==> config.mk <==
export PLATFORM = sky130hd
export DESIGN_NAME = alu_issue
export DESIGN_NICKNAME = d
export VERILOG_FILES = /design/src/rtl/alu_pkg.sv /design/src/rtl/alu_regfile.sv /design/src/rtl/alu_issue.sv
export SDC_FILE = /design/constraint.sdc
export NUM_CORES = 1
export LEC_CHECK = 0
export CORE_AREA = 4 4 197 199
export CTS_BUF_LIST = sky130_fd_sc_hd__clkbuf_4 sky130_fd_sc_hd__clkbuf_8
export DETAILED_ROUTE_END_ITERATION = 12
export DIE_AREA = 0 0 201 203
export HOLD_SLACK_MARGIN = 0.12
export PLACE_DENSITY = 0.75
export SYNTH_ARGS = -nofsm -noshare
export SYNTH_HDL_FRONTEND = slang
export SYNTH_SLANG_ARGS = --single-unit
==> constraint.sdc <==
create_clock -name clk -period 2.1 [get_ports clk]
set_input_delay 0.315 -clock clk [delete_from_list [all_inputs] [get_ports clk]]
set_output_delay 0.315 -clock clk [all_outputs]
set_load 0.05 [all_outputs]
==> src/rtl/alu_pkg.sv <==
// Shared opcode, flag-index and FSM-state definitions for the ALU issue stage.
package alu_pkg;

    localparam logic [4:0] OpAnds = 5'd1;
    localparam logic [4:0] OpEors = 5'd2;
    localparam logic [4:0] OpLsls = 5'd3;
    localparam logic [4:0] OpLsrs = 5'd4;
    localparam logic [4:0] OpAsrs = 5'd5;
    localparam logic [4:0] OpAdds = 5'd6;
    localparam logic [4:0] OpAdcs = 5'd7;
    localparam logic [4:0] OpSubs = 5'd8;
    localparam logic [4:0] OpSbcs = 5'd9;
    localparam logic [4:0] OpRsbs = 5'd10;
    localparam logic [4:0] OpRors = 5'd11;
    localparam logic [4:0] OpOrrs = 5'd12;
    localparam logic [4:0] OpMuls = 5'd13;
    localparam logic [4:0] OpBics = 5'd14;
    localparam logic [4:0] OpMvns = 5'd15;
    localparam logic [4:0] OpMovs = 5'd16;
    localparam logic [4:0] OpMov  = 5'd17;
    localparam logic [4:0] OpCmp  = 5'd18;
    localparam logic [4:0] OpNop  = 5'd19;

    localparam int unsigned FlagN = 0;
    localparam int unsigned FlagZ = 1;
    localparam int unsigned FlagC = 2;
    localparam int unsigned FlagV = 3;

    typedef enum logic [1:0] {
        StIdle,
        StIssue,
        StWb
    } state_e;

    function automatic logic op_legal(input logic [4:0] op);
        return (op >= OpAnds) && (op <= OpNop);
    endfunction

    // Opcodes 1..17 write a destination register and the flags.
    function automatic logic op_writes(input logic [4:0] op);
        return (op >= OpAnds) && (op <= OpMov);
    endfunction

endpackage

==> src/rtl/alu_regfile.sv <==
// Register file: two async read ports, one debug read port, one sync write port.
module alu_regfile #(
    parameter int unsigned DATA_W = 32,
    parameter int unsigned NREGS  = 8,
    parameter int unsigned AW     = 3
) (
    input  logic              clk,
    input  logic              rst_n,
    input  logic [AW-1:0]     ra_addr,
    output logic [DATA_W-1:0] ra_data,
    input  logic [AW-1:0]     rb_addr,
    output logic [DATA_W-1:0] rb_data,
    input  logic [AW-1:0]     dbg_addr,
    output logic [DATA_W-1:0] dbg_data,
    input  logic              we,
    input  logic [AW-1:0]     waddr,
    input  logic [DATA_W-1:0] wdata
);

    logic [DATA_W-1:0] mem_q [NREGS];

    always_ff @(posedge clk or negedge rst_n) begin
        if (!rst_n) begin
            for (int i = 0; i < NREGS; i++) begin
                mem_q[i] <= '0;
            end
        end else if (we) begin
            mem_q[waddr] <= wdata;
        end
    end

    assign ra_data  = mem_q[ra_addr];
    assign rb_data  = mem_q[rb_addr];
    assign dbg_data = mem_q[dbg_addr];

endmodule

==> src/rtl/alu_issue.sv <==
// Issue stage: reads operands, drives an external registered ALU, writes back result and flags.
// Optional immediate second operand enabled by defining ALU_ISSUE_IMM_EN.
module alu_issue
    import alu_pkg::*;
#(
    parameter int unsigned DATA_W = 32,
    parameter int unsigned NREGS  = 8
) (
    input  logic              clk,
    input  logic              rst_n,
    input  logic              in_valid,
    output logic              in_ready,
    input  logic [4:0]        in_op,
    input  logic [2:0]        in_rd,
    input  logic [2:0]        in_rn,
    input  logic [2:0]        in_rm,
    input  logic [7:0]        in_imm,
    input  logic              in_use_imm,
    output logic [4:0]        alu_instruction,
    output logic [DATA_W-1:0] alu_num1,
    output logic [DATA_W-1:0] alu_num2,
    input  logic [DATA_W-1:0] alu_result,
    input  logic [3:0]        alu_flags,
    output logic [3:0]        apsr_flags,
    output logic              wb_valid,
    output logic [2:0]        wb_rd,
    output logic [DATA_W-1:0] wb_data,
    output logic              illegal,
    input  logic [2:0]        dbg_addr,
    output logic [DATA_W-1:0] dbg_data
);

    state_e            state_q, state_d;
    logic [4:0]        op_q;
    logic [2:0]        rd_q;
    logic [4:0]        alu_instruction_q;
    logic [DATA_W-1:0] num1_q, num2_q, wb_data_q;
    logic [3:0]        apsr_q;
    logic              wb_valid_q, illegal_q;
    logic [2:0]        wb_rd_q;

    logic [DATA_W-1:0] rdata_a, rdata_b, operand_b;
    logic              rf_we;
    logic              unused_imm;

    assign rf_we = (state_q == StWb) && op_writes(op_q);

    alu_regfile #(
        .DATA_W (DATA_W),
        .NREGS  (NREGS),
        .AW     (3)
    ) u_regfile (
        .clk      (clk),
        .rst_n    (rst_n),
        .ra_addr  (in_rn),
        .ra_data  (rdata_a),
        .rb_addr  (in_rm),
        .rb_data  (rdata_b),
        .dbg_addr (dbg_addr),
        .dbg_data (dbg_data),
        .we       (rf_we),
        .waddr    (rd_q),
        .wdata    (alu_result)
    );

    always_comb begin
        operand_b = rdata_b;
`ifdef ALU_ISSUE_IMM_EN
        if (in_use_imm) begin
            operand_b = {{(DATA_W-8){1'b0}}, in_imm};
        end
`endif
    end

    // Immediate inputs are intentionally dead when the feature is compiled out.
    assign unused_imm = ^{in_imm, in_use_imm};

    always_ff @(posedge clk or negedge rst_n) begin
        if (!rst_n) begin
            state_q <= StIdle;
        end else begin
            state_q <= state_d;
        end
    end

    always_comb begin
        state_d = state_q;
        unique case (state_q)
            StIdle:  if (in_valid) state_d = StIssue;
            // Illegal ops spend one cycle here and never reach writeback.
            StIssue: state_d = op_legal(op_q) ? StWb : StIdle;
            StWb:    state_d = StIdle;
            default: state_d = StIdle;
        endcase
    end

    assign in_ready = (state_q == StIdle);

    always_ff @(posedge clk or negedge rst_n) begin
        if (!rst_n) begin
            op_q              <= '0;
            rd_q              <= '0;
            alu_instruction_q <= OpNop;
            num1_q            <= '0;
            num2_q            <= '0;
            apsr_q            <= '0;
            wb_valid_q        <= 1'b0;
            wb_rd_q           <= '0;
            wb_data_q         <= '0;
            illegal_q         <= 1'b0;
        end else begin
            wb_valid_q <= 1'b0;
            illegal_q  <= 1'b0;
            unique case (state_q)
                StIdle: begin
                    if (in_valid) begin
                        op_q <= in_op;
                        rd_q <= in_rd;
                        if (op_legal(in_op)) begin
                            alu_instruction_q <= in_op;
                            num1_q            <= rdata_a;
                            num2_q            <= operand_b;
                        end else begin
                            illegal_q <= 1'b1;
                        end
                    end
                end
                StIssue: alu_instruction_q <= OpNop;
                StWb: begin
                    if (op_writes(op_q)) begin
                        wb_valid_q <= 1'b1;
                        wb_rd_q    <= rd_q;
                        wb_data_q  <= alu_result;
                        apsr_q     <= alu_flags;
                    end else if (op_q == OpCmp) begin
                        apsr_q <= alu_flags;
                    end
                end
                default: ;
            endcase
        end
    end

    assign alu_instruction = alu_instruction_q;
    assign alu_num1        = num1_q;
    assign alu_num2        = num2_q;
    assign apsr_flags      = apsr_q;
    assign wb_valid        = wb_valid_q;
    assign wb_rd           = wb_rd_q;
    assign wb_data         = wb_data_q;
    assign illegal         = illegal_q;

endmodule

# Word-level counts from Yosys, hierarchy flattened

Index checks and enable logic that the tools add are counted.

Flip-flop bits (word level): 376
Bits in latches: 0
Bits in writable memories: 0
Bits in read-only memories: 0
Bits of input ports: 65
Output and inout port bits: 143
Word-level logic and storage cells: 76
Memories: 0

Add/sub/neg operators: 0
Multiply operators: 0
Div/mod/pow operators: 0
Magnitude comparators: 10
Equality and inequality tests: 5
Shift operators: 0
Muxes and demuxes: 25
Bitwise gates (word level): 4
Reduce and logical (&&, ||, !) cells: 13

Operators with widths:

| operator                                                   | number |
|---|---|
| binary-select mux 32 bit (select 3 bit)                    | 3 |
| bitwise mux 256 bit                                        | 1 |
| two-way mux 32 bit                                         | 7 |
| demux 32 bit (select 3 bit)                                | 1 |
| >= comparator 4 bit, second input constant                 | 4 |
| NOT 3 -> 4 bit                                             | 4 |
| less-or-equal comparator 5 bit, second input constant      | 3 |
| >= comparator 5 x 1 -> 1 bit, second input constant        | 2 |
| two-way mux 5 bit                                          | 2 |
| case mux 5 bit (2 select lines)                            | 1 |
| two-way mux 4 bit                                          | 2 |
| AND reduction 2 bit                                        | 3 |
| AND reduction 3 bit                                        | 2 |
| == test 5 bit, second input constant                       | 1 |
| logical AND 1 bit                                          | 5 |
| two-way mux 1 bit                                          | 5 |
| less-than comparator 4 x 1 -> 1 bit, second input constant | 1 |
| two-way mux 2 bit                                          | 2 |
| case mux 2 bit (2 select lines)                            | 1 |
| nonzero test 2 bit                                         | 2 |
| == test 2 x 1 -> 1 bit, second input constant              | 1 |
| == test 2 bit, second input constant                       | 1 |
| logical NOT 2 bit                                          | 1 |
| != test 2 x 1 -> 1 bit, second input constant              | 1 |
| != test 2 bit, second input constant                       | 1 |

# Depth between registers and ports, before layout

Depth in word-level cells: 6
Gate-level depth with buffers: 7
Mapped depth without buffers: 4

# By module

A second synthesis with hierarchy kept.

Cells, all modules: 1175
Area total of the unflattened synthesis: 20410.8 sq um

By module, submodules not included:

| module      | times used | cells each | area each (sq um) | sequential area each (sq um) |
|---|---|---|---|---|
| alu_regfile | 1          | 893        | 15787.6           | 6406.1 |
| alu_issue   | 1          | 282        | 4623.2            | 3006.6 |

# Worst setup path before layout

OpenSTA, ideal clock, no wires.

Path kind: input -> output
Start: input dbg_addr[0]
End: output dbg_data[0]
Arrival: 1.918 ns
Required time: 1.785 ns
Path slack: -0.133 ns
Stages on the path: 4
Path buffers: 2
Cell sequence: clkbuf_1 > buf_2 > mux4_2 > mux2_2

Longest elaborated chain between the ends: 4

RTL lines:

| what                                                   | RTL line          | RTL |
|---|---|---|
| start: declaration                                     | alu_issue.sv:29   | `input logic [2:0] dbg_addr,` |
| NOT 3 -> 4 bit (implied by the code)                   | alu_regfile.sv:34 | `assign dbg_data = mem_q[dbg_addr];` |
| binary-select mux 32 bit (select 3 bit)                | alu_regfile.sv:34 |  |
| two-way mux 32 bit (implied by the code) (2 in series) | alu_regfile.sv:34 |  |
| end: declaration                                       | alu_issue.sv:30   | `output logic [DATA_W-1:0] dbg_data` |

No other way between the ends. The select of a mux whose other input is x is not followed.

# Worst setup path after layout

Start: register u_regfile.mem_q[150] (netlist bit)
End: output dbg_data[22]

Longest elaborated chain between the ends: 3

RTL lines:

| what                                                   | RTL line          | RTL |
|---|---|---|
| start: declaration                                     | alu_regfile.sv:20 | `logic [DATA_W-1:0] mem_q [NREGS];` |
| start signal: indexed assignment                       | alu_regfile.sv:28 | `mem_q[waddr] <= wdata;` |
| binary-select mux 32 bit (select 3 bit)                | alu_regfile.sv:34 |  |
| two-way mux 32 bit (implied by the code) (2 in series) | alu_regfile.sv:34 |  |

No other way between the ends. The select of a mux whose other input is x is not followed.

==> flow_summary.yaml <==
critical_path:
  cp_cell_sequence: "mux4_2 > mux2_4 > buf_6"
  cp_max_fo: 4
  cpPeakStageDelay_ns: 0.50
  cp.required_ns: 1.78
  worstSetupPathType: "register to output pin"
  r2r_start: "op_q[4]"
  worst_setup_path_end_kind: "output pin"
  startpoint: "u_regfile.mem_q[150]"
  crit_arrival_ns: 2.03
  critPathLaunchType: "register"
  crit_path_top_delay_cell: "mux4_2"
global_route:
  grt_use_total: 0.260
  grt_pass1_wl_um: 83200
  first_global_vias: 14500
  antenna_found_initial: 1
  grt_max_degree: 69
  grt_overflow: 0
detailed_routing:
  drtPass1Iterations: 5
  routed_via_density: 6.19
  vias: 13700
  drc: 0
  wl_um: 57400
  antenna_left: 0
  wl_per_cell_um: 26.0
  drt-initial-drc-count: 842
placement:
  hpwl_um: 32000
  pre_cts_slack_ns: -0.121
  place_area_um2: 22700
  portBuffers: 198
  place_inst: 1900
  gp_congestion: 0.760
cts:
  cts_tree: "yes"
  cts.clk_slew.worst_paths_ns: 0.06
  h-tree-depth: 2
  ctsRootBufferMaster: "clkbuf_8"
  cts-buffers-inserted: 61
  cts_sinks: 376
  cts_buffer_depth: 3
  worstSkewPairLatency_ns: 0.66
sta:
  tightestPinTransition_ns: 0.960
  rsz0062_at_grt: "true"
  hold_viol_final: 0
  timing.hold.ws_ns: 0.209
  tns_ns: -22.13
  setup_ws_ns: -0.248
  max_freq_mhz: 426
  max_slew_margin: 0.358
  drv_slew: 0
  post-route-min-period_ns: 2.35
  finalClockSkew_ns: 0.0264
  setup_viol: 224
  fin_crit_sh: 1.12
layout:
  fin_area_um2: 26800
  final_common_cell: "dfrtp_1"
  diodes: 0
  fin_util: 0.721
  drive_gt1_frac: 0.531
  syn_to_final_growth_pct: 37.9
  final_cells: 2207
  layout.nets: 1756
  final_cell_mix: "dfrtp_1, mux2_4, buf_4"
power_and_ir_drop:
  p_leak_nw: 12.6
  ir_drop_uv: 1230
  pwr_density_cell_nw_per_um2: 1460
  power_mw: 39.1
floorplanning:
  core_area_um2: 37200
  placementRows: 71
  boundaryPins: 208
  start_util: 0.523
  die_w_um: 201
  dieArea_um2: 40800
  dieHeight_um: 203
run_status:
  violations: "negative setup slack"
  status: "finished, violations left"
logic_synthesis:
  yosysSeqAreaShare: 0.484
  syn_inst: 1247
  synth-edff-count: 0
  synth_cell_types: 32
  synthFlopType: "dfrtp_1"
  synth.yosys.warnings: 0
  async_reset_ff_frac: 1.00
  avgSynthCellArea_um2: 15.6
  yosys_register_bits: 376
  syn_area_um2: 19500
  synth_fp_nets: 1312
min_path:
  hp-start: "in_rn[2]"
  hp-class: "primary input to register"
job:
  drv_cap: 0
[final timing paths]
kind / to / slack [ns] / cells after the start
setup reg to reg: u_regfile.mem_q[223] / -0.19 / 7
hold / removal: alu_num1[13] / 0.21 / 3
hold reg to reg: alu_num1[15] / 0.47 / 2
min in group asynchronous: alu_instruction[1] / 0.31 / 2
max in group asynchronous: u_regfile.mem_q[227] / 0.42 / 3
setup / recovery: dbg_data[22] / -0.25 / 3
[power breakdown]
part           leakage (nW)  switching, mW  internal (mW)
clock                 0.695           2.91           3.84
sequential             4.71           2.27           10.4
combinational          7.22           9.75           9.93
total                  12.6           14.9           24.2
[flip-flops by register name (all words and copies together), names as in the netlist]
| name | flops |
|---|---|
| u_regfile.mem_q | 256 |
| alu_num1 | 32 |
| alu_num2 | 32 |
| wb_data | 32 |
| alu_instruction | 5 |
| op_q | 5 |
| apsr_flags | 4 |
| rd_q | 3 |
| wb_rd | 3 |
| state_q | 2 |
| illegal | 1 |
| wb_valid | 1 |
[metal layers]
layer / global-route usage / wire (um) / vias up
met5: 0 / 8 / -
met4: 0.0855 / 1700 / 2
met3: 0.0513 / 4030 / 136
met2: 0.438 / 28700 / 568
met1: 0.346 / 23000 / 7203
li1: - / - / 5744
[cell families after synthesis]
logic type,after synthesis,share of synthesized area
multiplexers,591,0.449
AO/OA/AOI/OAI,79,0.0213
flip-flops,376,0.484
buffers and inverters,99,0.0226
AND/OR/NAND/NOR,102,0.0235
[worst max-delay path, delay by kind of cell (launching register included)]
| family | cells | cell delay, ns |
|---|---|---|
| muxes | 2 | 0.79 |
| DFF | 1 | 0.43 |
| buffers and inverters | 1 | 0.16 |
[what timing repair did]
action,CTS,global route
hold buffers,2,0
setup endpoints to repair,259,269
gates resized for setup,253,165
setup buffers,138,45
pin swaps,7,6
hold endpoints to repair,374,0
gates cloned,5,15
[synthesized netlist by cell type (9+ instances only)]
| cell | n | area [um2] |
|---|---|---|
| mux4_2 | 192 | 4320 |
| mux2i_1 | 64 | 641 |
| mux2_1 | 120 | 1350 |
| mux2_2 | 215 | 2420 |
| dfrtp_1 | 373 | 9330 |
| o21ai_0 | 69 | 345 |
| buf_2 | 46 | 230 |
| buf_1 | 9 | 33.8 |
| nand2_1 | 69 | 259 |
| nand3_1 | 9 | 45.0 |
| clkbuf_1 | 41 | 154 |
[cell type report]
| type | instances | area (um2) |
|---|---|---|
| clock inverter | 8 | 93.8 |
| tap | 474 | 593 |
| timing repair buffer | 480 | 5050 |
| multi-input combinational | 772 | 10500 |
| sequential | 376 | 9410 |
| clock buffer | 97 | 1200 |
| fill | 2269 | 10400 |
Note: power is estimated with default switching activity, not from simulation.
